--- config.mk ---
export PLATFORM = sky130hd
export DESIGN_NAME = gpu_cmd_scheduler_flat
export DESIGN_NICKNAME = d
export VERILOG_FILES = /design/src/rtl/gpu_cmd_scheduler_if.sv /design/src/rtl/gpu_cmd_scheduler.sv /design/src/flat_wrapper.sv
export SDC_FILE = /design/constraint.sdc
export NUM_CORES = 1
export LEC_CHECK = 0
export CORE_MARGIN = 1
export CORE_UTILIZATION = 64
export CTS_BUF_LIST = sky130_fd_sc_hd__clkbuf_4 sky130_fd_sc_hd__clkbuf_8 sky130_fd_sc_hd__clkbuf_16
export DETAILED_ROUTE_END_ITERATION = 12
export PLACE_DENSITY = 0.86
export REMOVE_ABC_BUFFERS = 1
export SLEW_MARGIN = 20
export SYNTH_ARGS = -nofsm -noshare
export SYNTH_HDL_FRONTEND = slang
export SYNTH_SLANG_ARGS = --single-unit
--- constraint.sdc ---
create_clock -name clk -period 12.2 [get_ports clk]
set_clock_uncertainty 0.1 [all_clocks]
set_input_delay 1.83 -clock clk [delete_from_list [all_inputs] [get_ports clk]]
set_output_delay 1.83 -clock clk [all_outputs]
set_load 0.02 [all_outputs]
--- src/rtl/gpu_cmd_scheduler_if.sv ---
// Sprite-blit command channel: valid/ready handshake plus the command fields.
// The producer of a command uses the master modport and the consumer uses the slave modport.
interface gpu_cmd_scheduler_if;
  logic        valid;
  logic        ready;
  logic [15:0] start_x;
  logic [15:0] start_y;
  logic [15:0] width;
  logic [15:0] height;
  logic [15:0] scale_x;
  logic [15:0] scale_y;
  logic        mirror_x;
  logic        mirror_y;

  modport master (
    output valid, start_x, start_y, width, height, scale_x, scale_y, mirror_x, mirror_y,
    input  ready
  );

  modport slave (
    input  valid, start_x, start_y, width, height, scale_x, scale_y, mirror_x, mirror_y,
    output ready
  );
endinterface

--- src/rtl/gpu_cmd_scheduler.sv ---
// Queues sprite-blit commands and issues them one at a time to the pixel pipeline, counting completions.
// The optional completion interrupt is enabled by defining GPU_SCHED_IRQ_EN.
module gpu_cmd_scheduler #(
  parameter int FIFO_DEPTH = 4,
  parameter int DONE_CNT_W = 16
) (
  input  logic                          clk,
  input  logic                          rst,
  gpu_cmd_scheduler_if.slave            re,
  gpu_cmd_scheduler_if.master           se,
  input  logic                          px_done,
  input  logic                          abort,
  output logic                          busy,
  output logic [$clog2(FIFO_DEPTH):0]   level,
  output logic                          cmd_done,
  output logic [DONE_CNT_W-1:0]         done_count
`ifdef GPU_SCHED_IRQ_EN
  ,
  input  logic                          irq_en,
  input  logic                          irq_clear,
  output logic                          irq
`endif
);

  localparam int PTR_W = $clog2(FIFO_DEPTH);
  localparam int CNT_W = PTR_W + 1;

  typedef enum logic [1:0] {IDLE = 2'd0, ISSUE = 2'd1, DRAIN = 2'd2} state_t;

  typedef struct packed {
    logic [15:0] start_x;
    logic [15:0] start_y;
    logic [15:0] width;
    logic [15:0] height;
    logic [15:0] scale_x;
    logic [15:0] scale_y;
    logic        mirror_x;
    logic        mirror_y;
  } cmd_t;

  cmd_t                  fifo_q [FIFO_DEPTH];
  logic [PTR_W-1:0]      wr_ptr_q, wr_ptr_d, rd_ptr_q, rd_ptr_d;
  logic [CNT_W-1:0]      count_q, count_d;
  logic                  ready_en_q;
  state_t                state_q, state_d;
  cmd_t                  se_cmd_q, se_cmd_d;
  logic                  se_valid_q, se_valid_d;
  logic [31:0]           remaining_q, remaining_d;
  logic                  cmd_done_q, cmd_done_d;
  logic [DONE_CNT_W-1:0] done_count_q, done_count_d;
  logic                  push_s, pop_s;
  cmd_t                  head_s, in_cmd_s;

  assign in_cmd_s = '{start_x: re.start_x, start_y: re.start_y, width: re.width, height: re.height,
                      scale_x: re.scale_x, scale_y: re.scale_y, mirror_x: re.mirror_x,
                      mirror_y: re.mirror_y};
  assign head_s   = fifo_q[rd_ptr_q];

  // ready_en_q keeps re.ready low until the first clock edge after reset release
  assign re.ready = ready_en_q && (count_q < CNT_W'(FIFO_DEPTH)) && !abort;
  assign push_s   = re.valid && re.ready;

  assign se.valid    = se_valid_q;
  assign se.start_x  = se_cmd_q.start_x;
  assign se.start_y  = se_cmd_q.start_y;
  assign se.width    = se_cmd_q.width;
  assign se.height   = se_cmd_q.height;
  assign se.scale_x  = se_cmd_q.scale_x;
  assign se.scale_y  = se_cmd_q.scale_y;
  assign se.mirror_x = se_cmd_q.mirror_x;
  assign se.mirror_y = se_cmd_q.mirror_y;

  assign busy       = (state_q != IDLE) || (count_q != '0);
  assign level      = count_q;
  assign cmd_done   = cmd_done_q;
  assign done_count = done_count_q;

  always_comb begin
    state_d      = state_q;
    pop_s        = 1'b0;
    se_valid_d   = se_valid_q;
    se_cmd_d     = se_cmd_q;
    remaining_d  = remaining_q;
    cmd_done_d   = 1'b0;
    done_count_d = done_count_q;
    if (abort) begin
      state_d     = IDLE;
      se_valid_d  = 1'b0;
      remaining_d = 32'd0;
    end else begin
      case (state_q)
        IDLE: begin
          if (count_q != '0) begin
            pop_s = 1'b1;
            // empty blits complete immediately but are not counted in done_count
            if ((head_s.width == 16'd0) || (head_s.height == 16'd0)) begin
              cmd_done_d = 1'b1;
            end else begin
              se_cmd_d    = head_s;
              se_valid_d  = 1'b1;
              remaining_d = {16'd0, head_s.width} * {16'd0, head_s.height};
              state_d     = ISSUE;
            end
          end
        end
        ISSUE: begin
          if (se_valid_q && se.ready) begin
            se_valid_d = 1'b0;
            state_d    = DRAIN;
          end
        end
        DRAIN: begin
          if (px_done) begin
            if (remaining_q == 32'd1) begin
              remaining_d  = 32'd0;
              cmd_done_d   = 1'b1;
              done_count_d = done_count_q + DONE_CNT_W'(1);
              state_d      = IDLE;
            end else begin
              remaining_d = remaining_q - 32'd1;
            end
          end
        end
        default: state_d = IDLE;
      endcase
    end
  end

  always_comb begin
    wr_ptr_d = wr_ptr_q;
    rd_ptr_d = rd_ptr_q;
    count_d  = count_q;
    if (abort) begin
      wr_ptr_d = '0;
      rd_ptr_d = '0;
      count_d  = '0;
    end else begin
      if (push_s) wr_ptr_d = wr_ptr_q + PTR_W'(1);
      if (pop_s)  rd_ptr_d = rd_ptr_q + PTR_W'(1);
      case ({push_s, pop_s})
        2'b10:   count_d = count_q + CNT_W'(1);
        2'b01:   count_d = count_q - CNT_W'(1);
        default: count_d = count_q;
      endcase
    end
  end

  always_ff @(posedge clk) begin
    if (push_s) fifo_q[wr_ptr_q] <= in_cmd_s;
  end

  always_ff @(posedge clk or posedge rst) begin
    if (rst) begin
      state_q      <= IDLE;
      wr_ptr_q     <= '0;
      rd_ptr_q     <= '0;
      count_q      <= '0;
      ready_en_q   <= 1'b0;
      se_cmd_q     <= '0;
      se_valid_q   <= 1'b0;
      remaining_q  <= 32'd0;
      cmd_done_q   <= 1'b0;
      done_count_q <= '0;
    end else begin
      state_q      <= state_d;
      wr_ptr_q     <= wr_ptr_d;
      rd_ptr_q     <= rd_ptr_d;
      count_q      <= count_d;
      ready_en_q   <= 1'b1;
      se_cmd_q     <= se_cmd_d;
      se_valid_q   <= se_valid_d;
      remaining_q  <= remaining_d;
      cmd_done_q   <= cmd_done_d;
      done_count_q <= done_count_d;
    end
  end

`ifdef GPU_SCHED_IRQ_EN
  logic irq_q, irq_d;

  // sticky interrupt once the queue is fully drained; a new set wins over clear
  always_comb begin
    irq_d = irq_q;
    if (irq_clear) irq_d = 1'b0;
    if (cmd_done_d && irq_en && (count_d == '0)) irq_d = 1'b1;
  end

  always_ff @(posedge clk or posedge rst) begin
    if (rst) irq_q <= 1'b0;
    else     irq_q <= irq_d;
  end

  assign irq = irq_q;
`endif

endmodule

--- src/flat_wrapper.sv ---
// flat-port wrapper written by rule: the top's interface ports become plain ports
module gpu_cmd_scheduler_flat 
#(
  parameter int FIFO_DEPTH = 4,
  parameter int DONE_CNT_W = 16
)
  (clk, rst, px_done, abort, busy, level, cmd_done, done_count, re_valid, re_start_x, re_start_y, re_width, re_height, re_scale_x, re_scale_y, re_mirror_x, re_mirror_y, re_ready, se_valid, se_start_x, se_start_y, se_width, se_height, se_scale_x, se_scale_y, se_mirror_x, se_mirror_y, se_ready);
  gpu_cmd_scheduler_if re_i ();
  gpu_cmd_scheduler_if se_i ();
  input  logic clk;
  input  logic rst;
  input  logic px_done;
  input  logic abort;
  output logic busy;
  output logic [$clog2(FIFO_DEPTH):0] level;
  output logic cmd_done;
  output logic [DONE_CNT_W-1:0] done_count;
  input wire logic [$bits(re_i.valid)-1:0] re_valid;
  input wire logic [$bits(re_i.start_x)-1:0] re_start_x;
  input wire logic [$bits(re_i.start_y)-1:0] re_start_y;
  input wire logic [$bits(re_i.width)-1:0] re_width;
  input wire logic [$bits(re_i.height)-1:0] re_height;
  input wire logic [$bits(re_i.scale_x)-1:0] re_scale_x;
  input wire logic [$bits(re_i.scale_y)-1:0] re_scale_y;
  input wire logic [$bits(re_i.mirror_x)-1:0] re_mirror_x;
  input wire logic [$bits(re_i.mirror_y)-1:0] re_mirror_y;
  output wire logic [$bits(re_i.ready)-1:0] re_ready;
  output wire logic [$bits(se_i.valid)-1:0] se_valid;
  output wire logic [$bits(se_i.start_x)-1:0] se_start_x;
  output wire logic [$bits(se_i.start_y)-1:0] se_start_y;
  output wire logic [$bits(se_i.width)-1:0] se_width;
  output wire logic [$bits(se_i.height)-1:0] se_height;
  output wire logic [$bits(se_i.scale_x)-1:0] se_scale_x;
  output wire logic [$bits(se_i.scale_y)-1:0] se_scale_y;
  output wire logic [$bits(se_i.mirror_x)-1:0] se_mirror_x;
  output wire logic [$bits(se_i.mirror_y)-1:0] se_mirror_y;
  input wire logic [$bits(se_i.ready)-1:0] se_ready;
  assign re_i.valid = re_valid;
  assign re_i.start_x = re_start_x;
  assign re_i.start_y = re_start_y;
  assign re_i.width = re_width;
  assign re_i.height = re_height;
  assign re_i.scale_x = re_scale_x;
  assign re_i.scale_y = re_scale_y;
  assign re_i.mirror_x = re_mirror_x;
  assign re_i.mirror_y = re_mirror_y;
  assign re_ready = re_i.ready;
  assign se_valid = se_i.valid;
  assign se_start_x = se_i.start_x;
  assign se_start_y = se_i.start_y;
  assign se_width = se_i.width;
  assign se_height = se_i.height;
  assign se_scale_x = se_i.scale_x;
  assign se_scale_y = se_i.scale_y;
  assign se_mirror_x = se_i.mirror_x;
  assign se_mirror_y = se_i.mirror_y;
  assign se_i.ready = se_ready;
  gpu_cmd_scheduler #(.FIFO_DEPTH(FIFO_DEPTH), .DONE_CNT_W(DONE_CNT_W)) u_core (.clk(clk), .rst(rst), .re(re_i), .se(se_i), .px_done(px_done), .abort(abort), .busy(busy), .level(level), .cmd_done(cmd_done), .done_count(done_count));
endmodule
; Word-level counts from Yosys, hierarchy flattened
; Memory sizes are Yosys's and may differ from the RTL's.
; Cells that the tools add are included.
[totals]
out_inout_bits = 121
n_memories = 1
elab_cells = 95
ff_bits = 158
mem_bits_rw = 392
input_bits = 104
[mem_list]
columns = memory, words, width, rd, rd_ports_with_merged_regs, wr, line_no
row1 = u_core.fifo_q, 4, 98, 1, 0, 1, gpu_cmd_scheduler.sv:41  ; cmd_t fifo_q [FIFO_DEPTH];
[op_classes]
add_sub_neg = 6
eq_ne = 10
reduce_logical = 22
bitwise = 2
magnitude_cmp = 1
n_mux = 35
mul = 1
[ops]
columns = operator, count
row1 = 32-bit 2-to-1 mux, 5
row2 = 32-bit one-hot mux with 2 select lines, 1
row3 = "32-bit by 1-bit == test with 1-bit output, second input constant", 1
row4 = 16-bit logical NOT, 2
row5 = 16-bit by 16-bit multiplier with 32-bit output, 1
row6 = "32-bit by 1-bit subtractor with 32-bit output, second input constant", 1
row7 = 2-bit 2-to-1 mux, 10
row8 = "16-bit by 1-bit adder with 16-bit output, second input constant", 1
row9 = 4-bit AND reduction, 4
row10 = 1-bit 2-to-1 mux, 14
row11 = 3-bit nonzero test, 4
row12 = "3-bit by 2-bit != test with 1-bit output, second input constant", 3
row13 = "3-bit != test, second input constant", 2
row14 = 2-bit one-hot mux with 3 select lines, 1
row15 = 3-bit one-hot mux with 2 select lines, 1
row16 = 2-bit nonzero test, 3
row17 = 5-bit AND reduction, 1
row18 = "2-bit by 1-bit adder with 2-bit output, second input constant", 2
row19 = "2-bit by 1-bit == test with 1-bit output, second input constant", 2
row20 = "2-bit == test, second input constant", 2
row21 = 1-bit logical AND, 4
row22 = 1-bit one-hot mux with 2 select lines, 2
row23 = "3-bit by 1-bit adder with 3-bit output, second input constant", 1
row24 = "3-bit < comparator, second input constant", 1
row25 = other kinds (6), 8

; Logic depth before layout (Yosys ltp)
[depth]
ltp_word = 7
ltp_mapped = 30
mapped_depth_nobuf = 23

; Worst setup path after synthesis
; OpenSTA, ideal clock, no wires.
[synth_path]
kind = reg2reg
start = register u_core.rd_ptr_q[0]
end = register u_core.remaining_q[31]
synth_period_minus_slack_ns = 7.635
setup_ns = 0.125
path_slack_ns = 4.565
n_path_buf = 8
arrival_ns = 7.410
required_time_ns = 11.975
path_stages_with_launch = 31
path_cell_list = dfrtp_1 > buf_2 > buf_6 > buf_6 > buf_2 > buf_1 > clkbuf_1 > nand2_1 > o21ai_1 > clkbuf_1 > nor2_1 > fa_1 > inv_1 > fa_1 > inv_1 > fa_1 > fa_1 > fa_1 > inv_1 > fa_1 > inv_1 > ha_1 > clkbuf_1 > a211oi_1 > o211ai_1 > a41oi_1 > nor2b_1 > a211o_1 > a221oi_1 > nor3b_1 > o31ai_1
[synth_between]
elab_chain_cells = 6
[synth_lines]
columns = element, line_no
row1 = start: declaration, gpu_cmd_scheduler.sv:42  ; logic [PTR_W-1:0] wr_ptr_q, wr_ptr_d, rd_ptr_q, rd_ptr_d;
row2 = start signal: assignment, gpu_cmd_scheduler.sv:167  ; rd_ptr_q <= rd_ptr_d;
row3 = memory read 4 x 98 bit *, --
row4 = 16-bit by 16-bit multiplier with 32-bit output, gpu_cmd_scheduler.sv:101  ; remaining_d = {16'd0, head_s.width} * {16'd0, head_s.height};
row5 = 32-bit 2-to-1 mux, gpu_cmd_scheduler.sv:96  ; if ((head_s.width == 16'd0) || (head_s.height == 16'd0)) begin
row6 = 32-bit 2-to-1 mux, gpu_cmd_scheduler.sv:93  ; if (count_q != '0) begin
row7 = 32-bit one-hot mux with 2 select lines, gpu_cmd_scheduler.sv:91  ; case (state_q)
row8 = 32-bit 2-to-1 mux, gpu_cmd_scheduler.sv:86  ; if (abort) begin
row9 = end signal: assignment, gpu_cmd_scheduler.sv:172  ; remaining_q <= remaining_d;
row10 = end: declaration, gpu_cmd_scheduler.sv:48  ; logic [31:0] remaining_q, remaining_d;
; Mark *: on every way between the ends. The rest lies on a longest branch, timed or not. The select of a mux whose other input is x is not followed.
; A chain may end at the register's enable or synchronous reset.

; Final worst setup path
[layout_path]
start = register u_core.rd_ptr_q[1]
end = register u_core.remaining_q[31]
; The elaborated chain is that of the path after synthesis.

==> impl_metrics.ini <==
[outcome]
status = complete, no violations

[placement]
hpwl_mm = 48.2
port-buffer-count = 224
place_congestion = 0.962

[sta]
setup_tns_ps = 0
finalCritPeriodShare = 0.715
whs_ps = 384
setup_viol = 0
worstMarginPinSlew_ps = 1160
rsz0062_at_grt = false
finalMaxSlewViolations = 0
timing.slew.headroom = 0.225
period_minus_slack_ps = 8720
fmax_mhz = 115
hold_violations = 0

[floorplan]
io_pins = 225
rows = 79
die_area_mm2 = 0.0478
die_y_um = 219
start_util = 0.647
die_w_um = 219
core_mm2 = 0.0465

[worst_setup_path]
cp-start-kind = flop
cp_data_arrival_time_ps = 9110
reg2reg_depth = 21
setup.worst_path.end_class = flop
rr_endpoint = u_core.remaining_q[31]
path_class = reg2reg
worstSetupStartpoint = u_core.rd_ptr_q[1]
reg2reg_setup_slack_ps = 3480
crit_path_end = u_core.remaining_q[31]
regToRegStartpoint = u_core.rd_ptr_q[1]
critPathMaxFanout = 66
critPathRequiredTime_ps = 12580

[job]
maxCapViolations = 0

[clock_network]
cts_tree = done
cts_made_buffers = 54
root_buffer = clkbuf_16
clk_pin_slew_ps = 60
post_cts_resized = 0
cts-htree-levels = 2
clock_latency_ps = 620
clock-sinks = 550
postCtsHoldBufs = 0
post_cts.repair.setup_buffers = 0
clock_path_buffers = 3

[synthesis]
synth_area_mm2 = 0.0301
yosys-top-cells-count = edfxtp_1 (392), inv_1 (252), nand2_1 (213), fa_1 (195), dfrtp_1 (158)
synth_area_per_cell_um2 = 13.6
synth_area_leader_cell = edfxtp_1
async_flop_share = 0.287
synthMostInstantiatedCell = edfxtp_1
synth-seq-cells = 550
syn_inst = 2215
synth_area_leaders = edfxtp_1 (39%), dfrtp_1 (13%), fa_1 (13%), mux4_2 (7.2%), ha_1 (4.6%)
yosysWarnings = 0
yosysUniqueCellTypes = 69
synth_ff_type = edfxtp_1
synth_edf_count = 392
seq_area_frac_synth = 0.523
yosysTopAreaCellShare = 0.392

[layout]
area_growth_syn_to_layout_pct = 15.3
finalNetCount = 2821
drive_above_1_share = 0.134
fillers = 2794

[grt]
grt_pass1_vias = 20276
grt_pass1_wl_mm = 117
overflow = 0
antenna_found_initial = 4
grt_use_total = 0.328
grt_max_degree = 67

[drt]
wirelength_mm = 75.9
vias = 19072
dr.pass1.iters = 6
wire_per_inst_um = 24.7
remaining_drc_errors = 0
antenna_left = 0
drt-initial-drc-count = 1695
vias_per_cell = 6.22

[hold_path]
hp-class = reg2reg
kinds of logic after synthesis:
family          count (synthesis)  share of synthesized area
simple gates                  527                     0.0808
compound gates                229                     0.0467
other cells                     1                   0.000125
xor+xnor                       47                     0.0137
flops                         550                      0.523
buf+inv                       351                     0.0479
mux                           204                      0.112
fa+ha+maj                     306                      0.176
worst max-delay path: stages (launching register included):
cell	delay, ps
dfrtp_4	1010
buf_4	900
mux2_2	420
o21ai_1	720
nor2_1	130
fa_1	560
fa_1	430
fa_1	520
fa_1	430
fa_1	490
inv_1	50
fa_1	480
inv_1	50
ha_1	360
a211oi_1	330
o211ai_1	140
a41oi_1	300
nor2b_1	100
a211o_1	280
a221oi_1	340
nor3b_1	240
o31ai_1	90
placed cells by master, fill, tap and decap left out, types with 6 or more instances in the layout:
master	Yosys	routed
a22oi_1	9	9
nand3_1	20	20
mux4_2	96	96
a21oi_1	52	52
mux2i_1	16	16
or3_1	10	9
or2_2	10	10
buf_4	6	15
edfxtp_1	392	392
clkdlybuf4s50_1	0	224
nand2_1	213	213
fa_1	195	195
o21ai_0	80	80
xor2_1	15	15
bufinv_16	0	6
nor2_1	131	131
mux2_2	92	92
clkbuf_4	0	9
clkbuf_16	0	54
dfrtp_1	158	156
nand4_1	12	12
and2_1	53	53
and3_1	14	10
xnor2_1	32	32
nor4_1	13	13
clkinv_2	0	8
clkbuf_8	0	9
o31ai_1	7	7
o21ai_1	8	7
inv_1	252	251
a21o_1	19	19
ha_1	111	111
nor3_1	27	27
state kept, by name, summed over array words and instances (netlist names), 2 cells and up:
signal	flops
u_core.done_count	16
u_core.wr_ptr_q	2
u_core.level	3
u_core.rd_ptr_q	2
u_core.remaining_q	32
u_core.se.scale_x	16
u_core.se.width	16
u_core.se.start_y	16
u_core.se.height	16
u_core.se.start_x	16
u_core.se.scale_y	16
u_core.state_q	2
u_core.fifo_q	392
how the worst min path moves through the flow:
stage	startpoint	endpoint	slack, ps	cells after the start
2_1_floorplan	u_core.remaining_q[15]	u_core.remaining_q[15]	360	2
5_1_grt	u_core.done_count[15]	u_core.done_count[15]	390	1
3_5_place_dp	u_core.se.height[14]	u_core.se.height[14]	370	2
6_report	u_core.done_count[15]	u_core.done_count[15]	380	1
4_1_cts	u_core.se.height[14]	u_core.se.height[14]	390	2
3_3_place_gp	u_core.done_count[15]	u_core.done_count[15]	360	1
through the flow:
stage / instance area (um^2) / worst slack [ps] / util / cells
2_1_floorplan: 29600 / 1510 / - / 2116
3_3_place_gp: 32700 / 3720 / 0.704 / 2962
3_5_place_dp: 32700 / 3670 / 0.704 / 2962
4_1_cts: 34600 / 3600 / 0.746 / 3064
5_1_grt: 34600 / 3040 / 0.746 / 3065
6_report: 34700 / 3480 / 0.746 / 3067
per-layer routing:
metal,GRT usage,wire length (um)
met1,0.416,28300
met2,0.545,37900
met3,0.0774,6430
met4,0.136,3260
met5,0,46
layout make-up:
class                      instances  area, um^2  area share
timing repair buffer             239        2350      0.0680
clock inverter                    30         375      0.0108
antenna                            3        7.51    0.000217
inverter                         252         951      0.0274
multi-input combinational       1314       12900       0.373
sequential                       550       15700       0.454
clock buffer                      72        1540      0.0445
tap                              607         759      0.0219
Power is not shown: default switching activity piles up to over one toggle a cycle in this logic, so the estimate is an artifact.
